--- config.mk ---
export PLATFORM = sky130hd
export DESIGN_NAME = npu_mac_accum
export DESIGN_NICKNAME = d
export VERILOG_FILES = /design/src/rtl/npu_mac_accum.sv
export SDC_FILE = /design/constraint.sdc
export NUM_CORES = 1
export LEC_CHECK = 0
export ABC_AREA = 1
export CAP_MARGIN = 15
export CORE_MARGIN = 4
export CORE_UTILIZATION = 40
export CTS_BUF_LIST = sky130_fd_sc_hd__clkbuf_2 sky130_fd_sc_hd__clkbuf_4 sky130_fd_sc_hd__clkbuf_8
export CTS_CLUSTER_SIZE = 24
export DETAILED_ROUTE_END_ITERATION = 16
export GPL_ROUTABILITY_DRIVEN = 0
export PLACE_DENSITY = 0.63
export RECOVER_POWER = 100
export SETUP_SLACK_MARGIN = 0.02
export SLEW_MARGIN = 5
export SYNTH_ARGS = -nofsm -noshare
export SYNTH_HDL_FRONTEND = slang
export SYNTH_SLANG_ARGS = --single-unit
--- constraint.sdc ---
create_clock -name clk -period 4.89 [get_ports clk]
set_input_delay 0.489 -clock clk [delete_from_list [all_inputs] [get_ports clk]]
set_output_delay 0.489 -clock clk [all_outputs]
set_load 0.01 [all_outputs]
--- src/rtl/npu_mac_accum.sv ---
// Signed fixed-point multiply-accumulate engine: one dot product per mac_start, saturated result.
// Define NPU_MAC_ROUND_EN for round-half-up before the fractional shift; default is floor.
module npu_mac_accum #(
  parameter int DATA_WIDTH    = 16,
  parameter int NUM_FRAC_BITS = 10,
  parameter int ACC_WIDTH     = 40
) (
  input  logic                         clk,
  input  logic                         rst,
  input  logic [2:0]                   npu_layer_in_progress,
  input  logic                         mac_start,
  input  logic [8:0]                   mac_len,
  input  logic                         act_valid,
  input  logic signed [DATA_WIDTH-1:0] act_data,
  input  logic signed [DATA_WIDTH-1:0] wgt_data,
  output logic                         act_ready,
  output logic                         mac_busy,
  output logic                         mac_valid,
  output logic signed [DATA_WIDTH-1:0] mac_out,
  output logic                         mac_ovf
);

  localparam int PW = 2 * DATA_WIDTH;
  localparam int RW = ACC_WIDTH + 1;
  localparam logic signed [RW-1:0] SAT_MAX = {{(RW-DATA_WIDTH+1){1'b0}}, {(DATA_WIDTH-1){1'b1}}};
  localparam logic signed [RW-1:0] SAT_MIN = {{(RW-DATA_WIDTH+1){1'b1}}, {(DATA_WIDTH-1){1'b0}}};

  typedef enum logic [1:0] {IDLE, ACCUM, DRAIN, OUT} state_t;

  state_t                 state;
  logic [8:0]             remaining;
  logic signed [PW-1:0]   prod;
  logic                   prod_vld;
  logic signed [ACC_WIDTH-1:0] acc;
  logic                   beat;
  logic signed [RW-1:0]   acc_ext;
  logic signed [RW-1:0]   rounded;
  logic signed [RW-1:0]   shifted;
  logic                   sat_hi;
  logic                   sat_lo;
  logic signed [DATA_WIDTH-1:0] result;

  assign act_ready = (state == ACCUM) && (remaining != 9'd0);
  assign beat      = act_ready && act_valid;

  // One guard bit keeps the rounding increment from ever wrapping the accumulator.
  always_comb begin
    acc_ext = {acc[ACC_WIDTH-1], acc};
`ifdef NPU_MAC_ROUND_EN
    rounded = acc_ext + (RW'(1) << (NUM_FRAC_BITS - 1));
`else
    rounded = acc_ext;
`endif
    shifted = rounded >>> NUM_FRAC_BITS;
    sat_hi  = shifted > SAT_MAX;
    sat_lo  = shifted < SAT_MIN;
    if (sat_hi)      result = SAT_MAX[DATA_WIDTH-1:0];
    else if (sat_lo) result = SAT_MIN[DATA_WIDTH-1:0];
    else             result = shifted[DATA_WIDTH-1:0];
  end

  always_ff @(posedge clk or negedge rst) begin
    if (!rst) begin
      state     <= IDLE;
      remaining <= '0;
      prod      <= '0;
      prod_vld  <= 1'b0;
      acc       <= '0;
      mac_busy  <= 1'b0;
      mac_valid <= 1'b0;
      mac_ovf   <= 1'b0;
      mac_out   <= '0;
    end else begin
      mac_valid <= 1'b0;
      mac_ovf   <= 1'b0;
      if (npu_layer_in_progress == 3'd0) begin
        // Layer abort: drop everything in flight but keep the last published result.
        state     <= IDLE;
        remaining <= '0;
        prod      <= '0;
        prod_vld  <= 1'b0;
        acc       <= '0;
        mac_busy  <= 1'b0;
      end else begin
        prod_vld <= beat;
        if (beat)
          prod <= PW'(act_data) * PW'(wgt_data);
        if (prod_vld)
          acc <= acc + {{(ACC_WIDTH-PW){prod[PW-1]}}, prod};
        case (state)
          IDLE: begin
            mac_busy <= 1'b0;
            if (mac_start) begin
              remaining <= mac_len;
              acc       <= '0;
              prod_vld  <= 1'b0;
              mac_busy  <= 1'b1;
              state     <= (mac_len != 9'd0) ? ACCUM : OUT;
            end
          end
          ACCUM: begin
            if (beat) begin
              remaining <= remaining - 9'd1;
              if (remaining == 9'd1)
                state <= DRAIN;
            end
          end
          DRAIN: begin
            if (!prod_vld)
              state <= OUT;
          end
          OUT: begin
            mac_out   <= result;
            mac_ovf   <= sat_hi || sat_lo;
            mac_valid <= 1'b1;
            state     <= IDLE;
          end
        endcase
      end
    end
  end

endmodule

* Yosys cells after proc, flatten, opt, wreduce, memory -nomap -nowiden
Index checks and enable logic that the tools add are counted.
** Storage, ports and cells
- Flip-flop bits (word level) :: 103
- Bits of input ports :: 48
- Output and inout bits :: 20
** Operators by class
- $add $sub $neg :: 2
- Multiply operators :: 1
- Order comparisons :: 2
- Equal/unequal tests :: 8
- Multiplexer cells :: 29
- Bitwise operators :: 1
- Reductions and logical operators :: 13
** Operators with widths (number)
- $mux 40 :: 4
- $mux 32 :: 2
- $add 40x40->40 :: 1
- $mul 16x16->32 :: 1
- $mux 16 :: 2
- $gt 30x16->1 const B :: 1
- $lt 30x16->1 const B :: 1
- $mux 9 :: 3
- $pmux 9 s2 :: 1
- $reduce_bool 9->1 :: 2
- $mux 2 :: 6
- $mux 1 :: 10
- $eq 9x1->1 const B :: 1
- $sub 9x1->9 const B :: 1
- $pmux 2 s4 :: 1
- $ne 3x3->1 const B :: 2
- $eq 2x2->1 const B :: 2
- $reduce_and 4->1 :: 1
- $reduce_bool 2->1 :: 2
- $logic_not 3->1 :: 1
- $ne 3x1->1 const B :: 1
- $ne 3x2->1 const B :: 1
- $reduce_and 3->1 :: 1
- $reduce_bool 3->1 :: 1
- 6 further kinds :: 7

* Depth between registers and ports, before layout
Gate-level depths: netlist of the first run.
- Word-level depth :: 6
- Mapped depth :: 29
- Mapped depth without buffers :: 27

* Least setup slack after synthesis of the first run
OpenSTA, ideal clock, no wires.
- Kind :: in2reg
- From :: in wgt_data[3]
- To :: reg prod[27]
- Setup time :: 121 ps
- Arrival time :: 5671 ps
- Data required time :: 4769 ps
- Setup slack :: -903 ps
- Cell stages on the path :: 24
- Path buffers :: 2
- Cell sequence :: clkbuf_1 clkbuf_1 nand2_1 inv_1 fa_1 fa_1 fa_1 fa_1 fa_1 inv_1 fa_1 inv_1 ha_1 nand2_1 nor2_1 inv_1 nor2_1 nand3_1 nand3_1 nand2_1 nand2_1 nand2_1 nand2_1 o21ai_1
** Between the ends
- Longest elaborated chain between the ends :: 3
** Ends and longest elaborated chain
- start: declaration :: line 15 : input logic signed [DATA_WIDTH-1:0] wgt_data,
- $mul 16x16->32 :: line 87 : prod <= PW'(act_data) * PW'(wgt_data);
- $mux 32 :: line 86 : if (beat)
- $mux 32 :: line 76 : if (npu_layer_in_progress == 3'd0) begin
- end signal: assignment :: line 87
- end: declaration :: line 32 : logic signed [PW-1:0] prod;
Every way passes these cells. The select of a mux whose other input is x is not followed.
A chain may end at the register's enable or synchronous reset.

* Worst setup path after layout of the first run
- From :: in act_data[15]
- To :: reg prod[23]
** Between the ends
- Longest elaborated chain between the ends :: 3
** Ends and longest elaborated chain
- start: declaration :: line 14 : input logic signed [DATA_WIDTH-1:0] act_data,
- $mul 16x16->32 :: line 87
- $mux 32 :: line 86
- $mux 32 :: line 76
Every way passes these cells. The select of a mux whose other input is x is not followed.

==> results of run 1 <==
==> registers in the layout (all words and copies together), names as in the netlist <==
register / cells
remaining: 9
prod_vld: 1
mac_ovf: 1
acc: 40
mac_out: 16
prod: 32
mac_busy: 1
state: 2
mac_valid: 1
==> cells in the mapped netlist (all sizes together) <==
library cell and number:
or2 10, nand3b 3, a32o 1, nand3 71, a21oi 140, o22ai 4
xor2 13, nor4 3, o21bai 11, o21a 4, a31o 1, a31oi 4
a32oi 1, o41ai 2, o21ai 109, buf 14, a21boi 3, o31ai 1
o2111ai 3, dfrtp 103, a21o 9, fa 263, a211oi 1, o221ai 2
o211ai 9, xnor2 13, nand4 25, ha 127, inv 616, a22o 3
nor3 16, clkbuf 68, nand2 609, nor2 206
==> path summary, 6_finish.rpt <==
kind	to	slack, ns	depth (start not counted)
min in group asynchronous	acc[7]	1.43	1
setup reg to reg	acc[32]	2.12	8
max in group asynchronous	prod_vld	0.94	1
hold / removal	mac_out[15]	0.51	2
setup / recovery	prod[23]	-0.27	25
hold reg to reg	mac_out[15]	0.51	2
==> critical path, stage by stage <==
cell	delay [ns]
buf_12	0.11
buf_12	0.13
nand2_4	0.07
inv_4	0.04
fa_2	0.64
buf_6	0.13
buf_4	0.10
fa_1	0.42
fa_2	0.55
fa_1	0.43
fa_1	0.53
inv_2	0.04
fa_1	0.51
inv_2	0.04
ha_4	0.31
nand2_4	0.08
nor2_4	0.10
inv_2	0.05
nor2_4	0.17
nand3_4	0.10
nand3_4	0.11
buf_6	0.10
a21oi_2	0.04
o21ai_1	0.08
nand2_1	0.06
==> cell type report <==
class / instances / area share (%)
inverter: 616 / 9.97
timing repair buffer: 329 / 14.7
sequential: 103 / 11.0
clock inverter: 5 / 0.256
clock buffer: 9 / 0.529
tap: 592 / 3.16
multi-input combinational: 1667 / 60.4
==> what timing repair did <==
action	CTS	global route
endpoints found under the setup margin	24	24
cloned	15	2
pin swaps	194	148
resized for setup	384	187
setup buffers	65	26
==> per-layer routing <==
layer	up-vias	routed length, um	global-route usage [%]
li1	7905	-	-
met1	8249	22800	30.1
met2	485	26000	38.4
met3	114	3370	4.58
met4	0	1490	5.60
met5	-	0	0
==> metrics by stage <==
| stage | cell area [um^2] | hold slack, ns | setup TNS [ns] |
|---|---|---|---|
| after CTS | 22700 | 0.241 | -2.88 |
| after global routing | 23400 | 0.528 | -6.73 |
| after detailed placement | 20900 | 0.491 | -25.95 |
| final | 23400 | 0.507 | -3.35 |
| after floorplan | 18800 | 0.193 | -5.11 |
| after global placement | 20900 | 0.482 | -25.06 |
==> cell families after synthesis <==
kind of cell / share of synthesized area, %
simple gates: 21.3
xor+xnor: 1.27
flops: 14.4
compound gates: 9.89
buf+inv: 14.8
fa+ha+maj: 38.3
==> metrics.md, run 1 <==
| Metric | Value |
|---|---|
| # placed instances | about 3200 |
| Register area share after synthesis | between 10% and 20% |
| Vias | 16753 |
| Normalized max-slew margin | -162% |
| # diodes | 0 |
| Worst Setup SP | act_data[15] |
| Die height | about 220 um |
| Post-Layout Cell Count | 3321 |
| Post-place setup slack | -1.37 ns |
| Yosys cell types | 52 |
| Fmax | between 0.15 and 0.2 GHz |
| Data arrival, critical path | approximately 5.5 ns |
| Final min period | between 5 and 6 ns |
| Failing checks | capacitance limit, slew limit, setup timing |
| CTS Hold Bufs | 0 |
| Clk_lat worst skew | ~0.42 ns |
| Commonest non-fill, non-tap cell in the layout | nand2_1 |
| Worst-Margin Slew | ~3.9 ns |
| CP Capture Type | register |
| I/O pin cnt | 68 |
| Setup violations, final | 20 |
| Syn_nets | ~2900 |
| Peak fanout along the critical path | 6 |
| Number of global-route vias before repair | roughly 17000 |
| H-tree Lvls | 3 |
| Reg2reg start | prod[31] |
| Drt pass-1 iters | 6 |
| Area delta synth->final | 31.0% |
| Hpwl dp | 40.9 mm |
| Die area | between 40000 and 50000 um^2 |
| Initial core utilization | between 40% and 50% |
| TritonCTS Buffers | 9 |
| Leading cell types in the layout, fill and taps excluded | 535 x nand2_1, 517 x inv_1, 224 x fa_1, 177 x nor2_1, 174 x buf_4 |
| Post-synth top area cell | fa_1 |
| Number of core rows | 77 |
| Fin crit share | 105% |
| Final Skew | 0.0205 ns |
| Critical path class | input pin to register |
| Final net count | about 3200 |
| Grt ovf | 0 |
| Final core occ | approximately 53% |
| Hold path startpoint | mac_out[15] |
| DRT antenna net count | 0 |
| CTS clk-pin slew, worst paths | 0.10 ns |
| Global-route wire length before repair | 87.7 mm |
| CTS tree | done |
| Core Region | around 44000 um^2 |
| Status | finished with violations |
| Detailed-route wire length per cell | roughly 16 um |
| I/O Buffers | 67 |
| Root buf cell | clkbuf_8 |
| Number of warnings issued by yosys | 0 |
| CP required | between 5 and 6 ns |
| Max cap viols | 1 |
| RSZ-0062 raised after global routing | true |
| Mapped Avg Cell Area | 7.25 um^2 |
| Multi-input logic area | about 14000 um^2 |
| Fillers | about 4000 |
| Area contributors post-synth | fa_1 29%, dfrtp_1 14%, inv_1 13%, nand2_1 13%, ha_1 8.9% |
| Largest net degree at the start of global routing | 73 |
| Pins Over Slew Limit | between 70 and 80 |
| Ratio of cells with drive above 1 in the final layout | 24.8% |
| Initial antenna violation count | 0 |
| Setup slack after layout | -0.268 ns |
| Drt drc | 0 |
| Die width | approximately 220 um |
| DRT Wirelength | around 54 mm |
| Final Hold Fails | 0 |
| CTS sink count | 103 |
| Initial DRC Count | approximately 970 |
| GRT Total Usage | 22.7% |
| Vias per Instance | just over 5 |
| Worst hold path type | register to register |
| Yosys top cell area share | ~29% |
| Post-synth design cell area | approximately 18000 um^2 |
| Startpoint types | input pin |
| Synth Instances | between 2000 and 2500 |
| Number of synthesized register bits | about 100 |
| Clock tree buffer depth | 2 |
| Register area | around 2600 um^2 |
Power of run 1 is left out: the tool's default activity adds up to more than one toggle a clock period on the data nets, which glitch-free logic cannot reach.
==> inputs of run 2 (changes only) <==
Settings changed: SLEW_MARGIN 5 to 20.
==> results of run 2 <==
Same layout as run 1: the final DEF is identical, and so are final timing and power.
Power of run 2 is left out for the same reason.
